==> src/rtl/fill_drain_sched_pkg.sv <==
// fill_drain_sched_pkg: FSM states, fill-entry layout and default sizing for the fill/read scheduler
`ifndef AXI_ADDR_WIDTH
`define AXI_ADDR_WIDTH 32
`endif
`ifndef AXI_DATA_WIDTH
`define AXI_DATA_WIDTH 64
`endif
package fill_drain_sched_pkg;
  typedef enum logic [1:0] {S_IDLE, S_FETCH, S_WR, S_RD} state_e;
  localparam int DEF_ADDR_WIDTH = `AXI_ADDR_WIDTH;
  localparam int DEF_DATA_WIDTH = `AXI_DATA_WIDTH;
  localparam int DEF_MAX_OUTSTANDING = 4;
  localparam int DEF_STARVE_LIMIT = 8;
  localparam int FILL_DATA_LSB = 0;
  function automatic int fill_addr_lsb(input int data_width);
    return data_width;
  endfunction
endpackage

==> src/rtl/fill_credit_cnt.sv <==
// fill_credit_cnt: outstanding fill-write credit counter
//   inc_i   write accepted by memory      dec_i  write acknowledged
//   count_o writes in flight              full_o no credit left
//   err_o   sticky: ack seen with nothing in flight
module fill_credit_cnt #(
  parameter int MAX = 4,
  localparam int W = $clog2(MAX + 1)
) (
  input  logic         clk,
  input  logic         rst_n,
  input  logic         inc_i,
  input  logic         dec_i,
  output logic [W-1:0] count_o,
  output logic         full_o,
  output logic         err_o
);
  logic [W-1:0] cnt_q, cnt_d;
  logic err_q, err_d;
  // a simultaneous accept and ack cancel out, so an ack is only an underflow when it arrives alone
  always_comb begin
    cnt_d = cnt_q;
    err_d = err_q;
    if (inc_i && !dec_i) cnt_d = cnt_q + 1'b1;
    if (dec_i && !inc_i) begin
      cnt_d = (cnt_q == '0) ? cnt_q : cnt_q - 1'b1;
      err_d = err_q || (cnt_q == '0);
    end
  end
  always_ff @(posedge clk or negedge rst_n)
    if (!rst_n) begin
      cnt_q <= '0;
      err_q <= 1'b0;
    end else begin
      cnt_q <= cnt_d;
      err_q <= err_d;
    end
  assign count_o = cnt_q;
  assign full_o = cnt_q >= W'(MAX);
  assign err_o = err_q;
endmodule

==> src/rtl/fill_drain_sched.sv <==
// fill_drain_sched: shares one memory command port between fill-FIFO writes and read lookups
//   fill_fifo_*  pop side of the fill FIFO (rden pulse, entry {addr, data} valid next cycle)
//   rd_*         read lookup request/accept, address captured on accept
//   mem_*        command port (valid/ready), write acks on mem_wack_i
//   err_o        sticky write-ack underflow
// Optional FILL_SCHED_AGING_EN: bounds consecutive read grants while a fill waits.
module fill_drain_sched
  import fill_drain_sched_pkg::*;
#(
  parameter int ADDR_WIDTH = DEF_ADDR_WIDTH,
  parameter int DATA_WIDTH = DEF_DATA_WIDTH,
  parameter int MAX_OUTSTANDING = DEF_MAX_OUTSTANDING,
  parameter int STARVE_LIMIT = DEF_STARVE_LIMIT
) (
  input  logic                             clk,
  input  logic                             rst_n,
  input  logic                             fill_fifo_empty_i,
  input  logic                             fill_fifo_afull_i,
  output logic                             fill_fifo_rden_o,
  input  logic [ADDR_WIDTH+DATA_WIDTH-1:0] fill_fifo_rdata_i,
  input  logic                             rd_valid_i,
  output logic                             rd_ready_o,
  input  logic [ADDR_WIDTH-1:0]            rd_addr_i,
  output logic                             mem_valid_o,
  input  logic                             mem_ready_i,
  output logic                             mem_we_o,
  output logic [ADDR_WIDTH-1:0]            mem_addr_o,
  output logic [DATA_WIDTH-1:0]            mem_wdata_o,
  input  logic                             mem_wack_i,
  output logic                             err_o
);
  localparam int ADDR_LSB = fill_addr_lsb(DATA_WIDTH);
  state_e state_q, state_d;
  logic [ADDR_WIDTH-1:0] addr_q, addr_d;
  logic [DATA_WIDTH-1:0] wdata_q, wdata_d;
  logic [$clog2(MAX_OUTSTANDING+1)-1:0] credit_cnt;
  logic credit_full, wr_accept, fill_ok, fill_urgent, aging_expired;
  assign wr_accept = (state_q == S_WR) && mem_ready_i;
  assign fill_ok = !fill_fifo_empty_i && !credit_full;
  assign fill_urgent = fill_ok && (fill_fifo_afull_i || aging_expired);
  fill_credit_cnt #(.MAX(MAX_OUTSTANDING)) u_credit (
    .clk(clk),
    .rst_n(rst_n),
    .inc_i(wr_accept),
    .dec_i(mem_wack_i),
    .count_o(credit_cnt),
    .full_o(credit_full),
    .err_o(err_o)
  );
`ifdef FILL_SCHED_AGING_EN
  localparam int AGE_W = $clog2(STARVE_LIMIT + 1);
  logic [AGE_W-1:0] age_q, age_d;
  assign aging_expired = age_q == AGE_W'(STARVE_LIMIT);
  // counts reads granted over a grantable fill; saturates so the fill stays urgent until it issues
  always_comb begin
    age_d = age_q;
    if (state_q == S_IDLE && !fill_urgent && rd_valid_i && fill_ok && !aging_expired)
      age_d = age_q + 1'b1;
    if (wr_accept || (state_q == S_IDLE && fill_fifo_empty_i)) age_d = '0;
  end
  always_ff @(posedge clk or negedge rst_n)
    if (!rst_n) age_q <= '0;
    else age_q <= age_d;
`else
  assign aging_expired = 1'b0;
`endif
  always_comb begin
    state_d = state_q;
    addr_d = addr_q;
    wdata_d = wdata_q;
    fill_fifo_rden_o = 1'b0;
    rd_ready_o = 1'b0;
    case (state_q)
      S_IDLE:
        if (fill_urgent) begin
          fill_fifo_rden_o = 1'b1;
          state_d = S_FETCH;
        end else if (rd_valid_i) begin
          rd_ready_o = 1'b1;
          addr_d = rd_addr_i;
          wdata_d = '0;
          state_d = S_RD;
        end else if (fill_ok) begin
          fill_fifo_rden_o = 1'b1;
          state_d = S_FETCH;
        end
      S_FETCH: begin
        addr_d = fill_fifo_rdata_i[ADDR_LSB +: ADDR_WIDTH];
        wdata_d = fill_fifo_rdata_i[FILL_DATA_LSB +: DATA_WIDTH];
        state_d = S_WR;
      end
      S_WR, S_RD: state_d = mem_ready_i ? S_IDLE : state_q;
      default: state_d = S_IDLE;
    endcase
  end
  always_ff @(posedge clk or negedge rst_n)
    if (!rst_n) begin
      state_q <= S_IDLE;
      addr_q <= '0;
      wdata_q <= '0;
    end else begin
      state_q <= state_d;
      addr_q <= addr_d;
      wdata_q <= wdata_d;
    end
  assign mem_valid_o = (state_q == S_WR) || (state_q == S_RD);
  assign mem_we_o = state_q == S_WR;
  assign mem_addr_o = addr_q;
  assign mem_wdata_o = wdata_q;
endmodule

==> config.mk <==
export PLATFORM = sky130hd
export DESIGN_NAME = fill_drain_sched
export DESIGN_NICKNAME = d
export VERILOG_FILES = /design/src/rtl/fill_drain_sched_pkg.sv /design/src/rtl/fill_credit_cnt.sv /design/src/rtl/fill_drain_sched.sv
export SDC_FILE = /design/constraint.sdc
export NUM_CORES = 1
export LEC_CHECK = 0
export BUFFER_PORTS_ARGS = -buffer_cell sky130_fd_sc_hd__buf_2
export CORE_AREA = 5 5 149 108
export CTS_CLUSTER_DIAMETER = 120
export CTS_CLUSTER_SIZE = 16
export DETAILED_ROUTE_END_ITERATION = 10
export DIE_AREA = 0 0 154 113
export SYNTH_ARGS = -nofsm -noshare
export SYNTH_HDL_FRONTEND = slang
export SYNTH_HIERARCHICAL = 1
export SYNTH_SLANG_ARGS = --single-unit
==> constraint.sdc <==
create_clock -name clk -period 2.53 [get_ports clk]
set_input_delay 0.506 -clock clk [delete_from_list [all_inputs] [get_ports clk]]
set_output_delay 0.506 -clock clk [all_outputs]
set_load 0.01 [all_outputs]
Yosys cells after proc, flatten, opt, wreduce, memory -nomap -nowiden
Index checks and enable logic that the tools add are counted.
{ "classes": {"add_sub_neg": 2, "order_cmp": 1, "n_eq_ne": 8, "muxes": 21, "n_reduce_logical": 19} }
{ "ops": {"columns": ["operator", "count"], "rows": [
  ["2-to-1 mux 64 bit", 2],
  ["one-hot mux 64 bit (2 select lines)", 1],
  ["2-to-1 mux 32 bit", 2],
  ["one-hot mux 32 bit (2 select lines)", 1],
  ["2-to-1 mux 3 bit", 3],
  ["2-to-1 mux 2 bit", 4],
  ["!= test 2 bit, second input constant", 4],
  ["2-to-1 mux 1 bit", 7],
  ["one-hot mux 2 bit (3 select lines)", 1],
  ["logical AND 1 bit", 5],
  ["equality test 2 bit, second input constant", 2],
  ["logical NOT 1 bit", 4],
  ["!= test 4 bit, second input constant", 1],
  ["AND reduction 2 bit", 2],
  ["nonzero test 2 bit", 2],
  ["adder 3 x 1 -> 3 bit, second input constant", 1],
  [">= comparator 3 bit, second input constant", 1],
  ["logical NOT 3 bit", 1],
  ["AND reduction 3 bit", 1],
  ["subtractor 3 x 1 -> 3 bit, second input constant", 1],
  ["equality test 2 x 1 -> 1 bit, second input constant", 1],
  ["logical NOT 2 bit", 1],
  ["logical OR 1 bit", 2],
  ["OR reduction 2 bit", 1]
]} }
{ "word_totals": {"reg_bits": 102, "output_inout_bits": 101, "word_cells": 56} }

Longest topological paths before layout
{ "depth": {"word_depth": 7, "mapped_depth": 7, "mapped_depth_nobuf": 7} }

Hierarchy
Netlist, hierarchy kept.
{ "modules_own_cells": {"columns": ["module", "instances", "cells_each", "area_per_inst_um2", "seq_area_each_um2"], "rows": [
  ["fill_drain_sched", 1, 266, 3992.6, 2452.4],
  ["fill_credit_cnt", 1, 28, 269.0, 100.1]
]} }

Worst setup path before layout
OpenSTA, ideal clock, no wires.
{ "synth_timing": {"path_kind": "register to register", "startpoint": "reg state_q[1]", "endpoint": "reg u_credit.cnt_q[2] (netlist: u_credit/count_o[2])", "t_arrival_ns": 1.854, "t_required_ns": 2.461, "slack_ns": 0.607, "stages_incl_launch_ff": 7, "cell_sequence": "dfrtp_1 nor2b_1 and2_1 or2b_1 fa_1 o31a_1 nand3_1"} }
{ "synth_between": {"elab_chain_len": 6, "elab_cells_between_ends": 9} }
{ "synth_lines": {"columns": ["item", "line_no", "rtl"], "rows": [
  ["start, declared", "fill_drain_sched.sv:33", "state_e state_q, state_d;"],
  ["start signal, assigned", "fill_drain_sched.sv:102", "state_q <= state_d;"],
  ["equality test 2 bit (*)", null, null],
  ["named net mem_we_o", "fill_drain_sched.sv:26", "output logic mem_we_o,"],
  ["logical AND 1 bit (*)", "fill_drain_sched.sv:38", "assign wr_accept = (state_q == S_WR) && mem_ready_i;"],
  ["named net wr_accept", "fill_drain_sched.sv:37", "logic credit_full, wr_accept, fill_ok, fill_urgent, aging_expired;"],
  ["logical NOT 1 bit", "fill_credit_cnt.sv:24", "if (dec_i && !inc_i) begin"],
  ["logical AND 1 bit", "fill_credit_cnt.sv:24", null],
  ["!= test 2 bit (no source line) or nonzero test 2 bit (tied branches)", null, null],
  ["AND reduction 2 bit (no source line)", null, null],
  ["end signal, assigned", "fill_credit_cnt.sv:34", "cnt_q <= cnt_d;"],
  ["end, declared", "fill_credit_cnt.sv:17", "logic [W-1:0] cnt_q, cnt_d;"]
]} }
The timed path passes the listed nets; every way through them passes the cells marked *.
A chain may end at the register's enable or synchronous reset.

Worst setup path in the final report
{ "layout_timing": {"startpoint": "reg state_q[1]", "endpoint": "out fill_fifo_rden_o"} }
{ "layout_between": {"elab_chain_len": 2} }
{ "layout_lines": {"columns": ["item", "line_no", "rtl"], "rows": [
  ["logical NOT 2 bit", "fill_drain_sched.sv:73", "case (state_q)"],
  ["2-to-1 mux 1 bit", "fill_drain_sched.sv:73", null],
  ["end, declared", "fill_drain_sched.sv:19", "output logic fill_fifo_rden_o,"]
]} }
Every way passes these cells.

==> impl_summary.md <==
Outcome
The flow ran to the end, and the final reports show no timing, DRC or antenna violations.

Flow run
The number of violations of the max-capacitance limit is 0.

Yosys
After synthesis, the netlist uses 30 different library cells. After Yosys synthesis, XOR and XNOR cells account for 0.2055% of the synthesized area. During synthesis, Yosys emitted a total of 6 warnings. The area share of the largest cell type after synthesis is 59.89%. When the netlist entered floorplanning its net count stood at 430. In the post-synthesis netlist, the biggest area contributors are dfrtp_1 60%, mux2_2 17%, a22o_1 13%. The synthesized netlist devotes 0.4698% of its cell area to adder and majority cells. The mean instance size in the synthesized netlist is ~14 um2. Summing the areas of all and, or, nand and nor instances in the mapped netlist gives approximately 2.2% of the synthesized area. Synthesis handed over a netlist of 294 instances. The number of synthesized register bits is ~100. Measured against the total synthesized area, the mux share comes to 16.91%. The dominant combinational cell family by area after synthesis is multiplexers.

Summing the areas of all compound-gate instances in the mapped netlist gives 15.71% of the synthesized area. The share of the yosys chip area belonging to registers is 59.89%. The cell area after technology mapping is 4262 um2. The biggest area consumer among synthesized cells is dfrtp_1.

Detailed routing
The mean routed wirelength per cell is 15.35 um. The routed layout has 3325 vias. The detail route stage leaves a number of antenna-violating nets equal to 0. The via density per instance is 4.624.

After detailed routing, the number of remaining DRC violations is 0. The pre-antenna-repair detailed-routing pass consisted of 4 iterations. The total routed wirelength is roughly 11 mm. The starting DRC count in detailed routing is 221.

Timing
The final cycle utilization of the critical path is between 90% and 100%. The worst-margin pin slew is 0.5744 ns. The worst setup skew after layout is 0.006654 ns. The final-layout setup total negative slack is 0 ns. The smallest hold slack is 0.1537 ns. The max-slew violation count was 0. Setup repair after global routing left no endpoint under its margin. The number of setup violations in the final report is 0. Based on the critical path, the design can be clocked at up to 433.9 MHz. In this run the tightest slew margin relative to its limit is 61.71%.

The count of final hold-check violations is 0. The time the worst path needs with I/O delays and setup is 2.305 ns.

Clocking
For the worst-skew pair, the clock arrives at the later sink with an insertion delay of ~0.33 ns. TritonCTS built the clock tree. The hold-fix buffer count after cts is 0. Clock-pin slew was measured on the worst setup and hold paths at around 0.070 ns. The number of CTS-inserted buffers is 9. The buffers inserted during post-CTS setup optimization is 0. The H-tree depth is 3. The clock root buffer is clkbuf_16.

For this design, the sink count on the clock tree is about 100. The clock passes through at most 2 buffers. Post-CTS repair changed the size of 0 cells.

Setup path
In this run the critical register-to-register path is captured at u_credit/count_o[2]. In this run the worst path has a maximum fanout of 8. The start of the worst register-to-register path is state_q[1]. The worst register-to-register path has a depth of 6.

The critical path launch point type is a register. The setup path with the least slack is of type reg2out. The required time of the critical path is 2.02 ns.

Across all register-to-register paths, the minimum setup slack is 0.47 ns. STA classifies the critical path endpoint as an output port. The endpoint arrival time on the critical path is between 1.5 and 2 ns.

Global route
The global-route track usage on met1 is 15.06%. Global routing finished with a remaining overflow of 0. The met3 routing resource usage after global routing is under 10%. The global-route total usage across every layer is 12.17%.

The global routing usage on met2 is 20.09%. The initial antenna violation count is 0. The global routing stage identified its most utilized layer as met2. Entering global routing, the biggest net connects 97 pins. The wire length of the first global-routing pass is 17.46 mm. The number of global-route vias before repair came to 3496.

Final layout
The layout has about 1400 filler cells. Measured on the finished design, the core utilization comes to about two fifths. The number of diodes is 0. Cells with a size suffix above 1 make up 61.45% of the layout. The count of cells in the finished layout, fillers not included, comes to 719. The library cell used most frequently in the layout, excluding fill and tap cells, is buf_2.

Compared with the post-synthesis result, the final layout area differs by 37.29%. In the final design database the tool counted around 660 nets. The library cells used most frequently in the layout, excluding fill and tap cells, are 234 x buf_2, 102 x dfrtp_1, 64 x mux2_2, 64 x a22o_1, 9 x clkbuf_16.

Placement
During placement, the flow inserted port buffers numbering 235. Counting tap cells, the placed design contains a total of 703 instances. Detailed placement finished with a half-perimeter wire length of roughly 8.3 mm. The global placer's final weighted congestion is 0.8017.

Die
The number of rows created at floorplan is 37. The die width is 154 um. The count of pins on the block boundary is 236.

For this configuration, the core starts out at a cell density of 29.50%. From bottom edge to top edge, the die measures 113 um. The area of the core is between 10000 and 15000 um2. The die outline area is 17400 um2.

Power and ir drop
Cell internal power was estimated by the tool at 4.300 mW. Dividing total power by cell area gives a power density of 1128 nW/um2. The part of the total power dissipated in the clock network is 19.9%. The maximum vdd drop is 0.3947 mV. The power after layout is around 6.6 mW. The net switching share of the total power is 34.81%. For this design the total switching power over the nets is 2.297 mW. In this run, the combinational gates consume 39.8% of the power.

The sequential cell fraction of total power is 40.3%. The analysis attributes to cell leakage a power of a little over 3 nW.

Hold path
The worst hold path belongs to the class in2async.
-- kinds of logic (layout without fill, tap and decap cells) --
logic type	after synthesis	after routing
AND/OR/NAND/NOR	18	18
AO/OA/AOI/OAI	78	78
adder cells (fa/ha/maj)	1	1
XOR/XNOR	1	1
multiplexers	64	64
flip-flops	102	102
buffers and inverters	30	260
-- metal layers --
metal	vias to the layer above	share of wire [%]	routed length, um
met5	-	0	0
met4	0	1.6	181
met3	18	8.6	953
met2	158	49	5411
met1	1613	41	4493
li1	1536	-	-
-- Yosys cell counts --
cell	n
a22o_1	64
o21ai_0	2
nand2b_1	1
dfrtp_1	102
o31a_1	1
nand3b_1	2
o2111ai_1	1
buf_4	1
fa_1	1
a41o_1	1
a22oi_1	1
mux2_2	64
a32oi_1	1
a2111oi_0	1
nor2_1	6
buf_2	11
xor2_1	1
or2_2	1
clkbuf_1	4
and2_1	1
inv_1	5
nand3_1	1
o211ai_1	3
a31oi_1	1
nor2b_1	2
o31ai_1	1
nand2_1	3
or2b_1	1
a311o_1	1
buf_6	9
-- critical path, cell delays in order (launching register included) --
cell and delay (ns):
dfrtp_1 0.47, or2_2 0.33, a2111oi_0 0.44, buf_2 0.22
-- flip-flops by register name (all words and copies together) (netlist names) --
| register | flops |
|---|---|
| mem_wdata_o | 64 |
| mem_addr_o | 32 |
| u_credit/count_o | 3 |
| state_q | 2 |
| u_credit/err_o | 1 |
-- how the worst max path moves through the flow --
stage	startpoint	endpoint	cells after the start
CTS	state_q[1]	fill_fifo_rden_o	3
detailed placement	state_q[1]	u_credit/count_o[2]	6
global placement	state_q[1]	u_credit/count_o[2]	6
finish	state_q[1]	fill_fifo_rden_o	3
global route	state_q[1]	fill_fifo_rden_o	3
floorplan	state_q[1]	u_credit/count_o[2]	6
-- final cells by class --
| class | count | area (um2) | area share [%] |
|---|---|---|---|
| repair buffers | 239 | 1234 | 21.09 |
| clock inverters | 7 | 56.30 | 0.9624 |
| well taps | 195 | 244.0 | 4.170 |
| inverters | 5 | 18.77 | 0.3208 |
| clock buffers | 9 | 225.2 | 3.849 |
| flip-flops and latches | 102 | 2552 | 43.63 |
| multi-input cells | 162 | 1520 | 25.98 |
-- through the flow --
step                      instance area (um2)  worst slack (ns)
after global routing                     5851            0.1842
after detailed placement                 5569            0.5099
after global placement                   5569            0.5581
final                                    5851            0.2254
after floorplan                          4262            0.6072
after CTS                                5851            0.2193
-- power groups by stage --
stage | clock network [mW] | logic (mW) | registers, mW
6_report | 1.31 | 2.63 | 2.66
3_3_place_gp | 0 | 2.62 | 2.67
3_5_place_dp | 0 | 2.70 | 2.67
2_1_floorplan | 0 | 1.42 | 2.93
4_1_cts | 1.37 | 2.68 | 2.66
5_1_grt | 1.42 | 2.87 | 2.75
No activity file was read; power rests on OpenSTA's default activity.
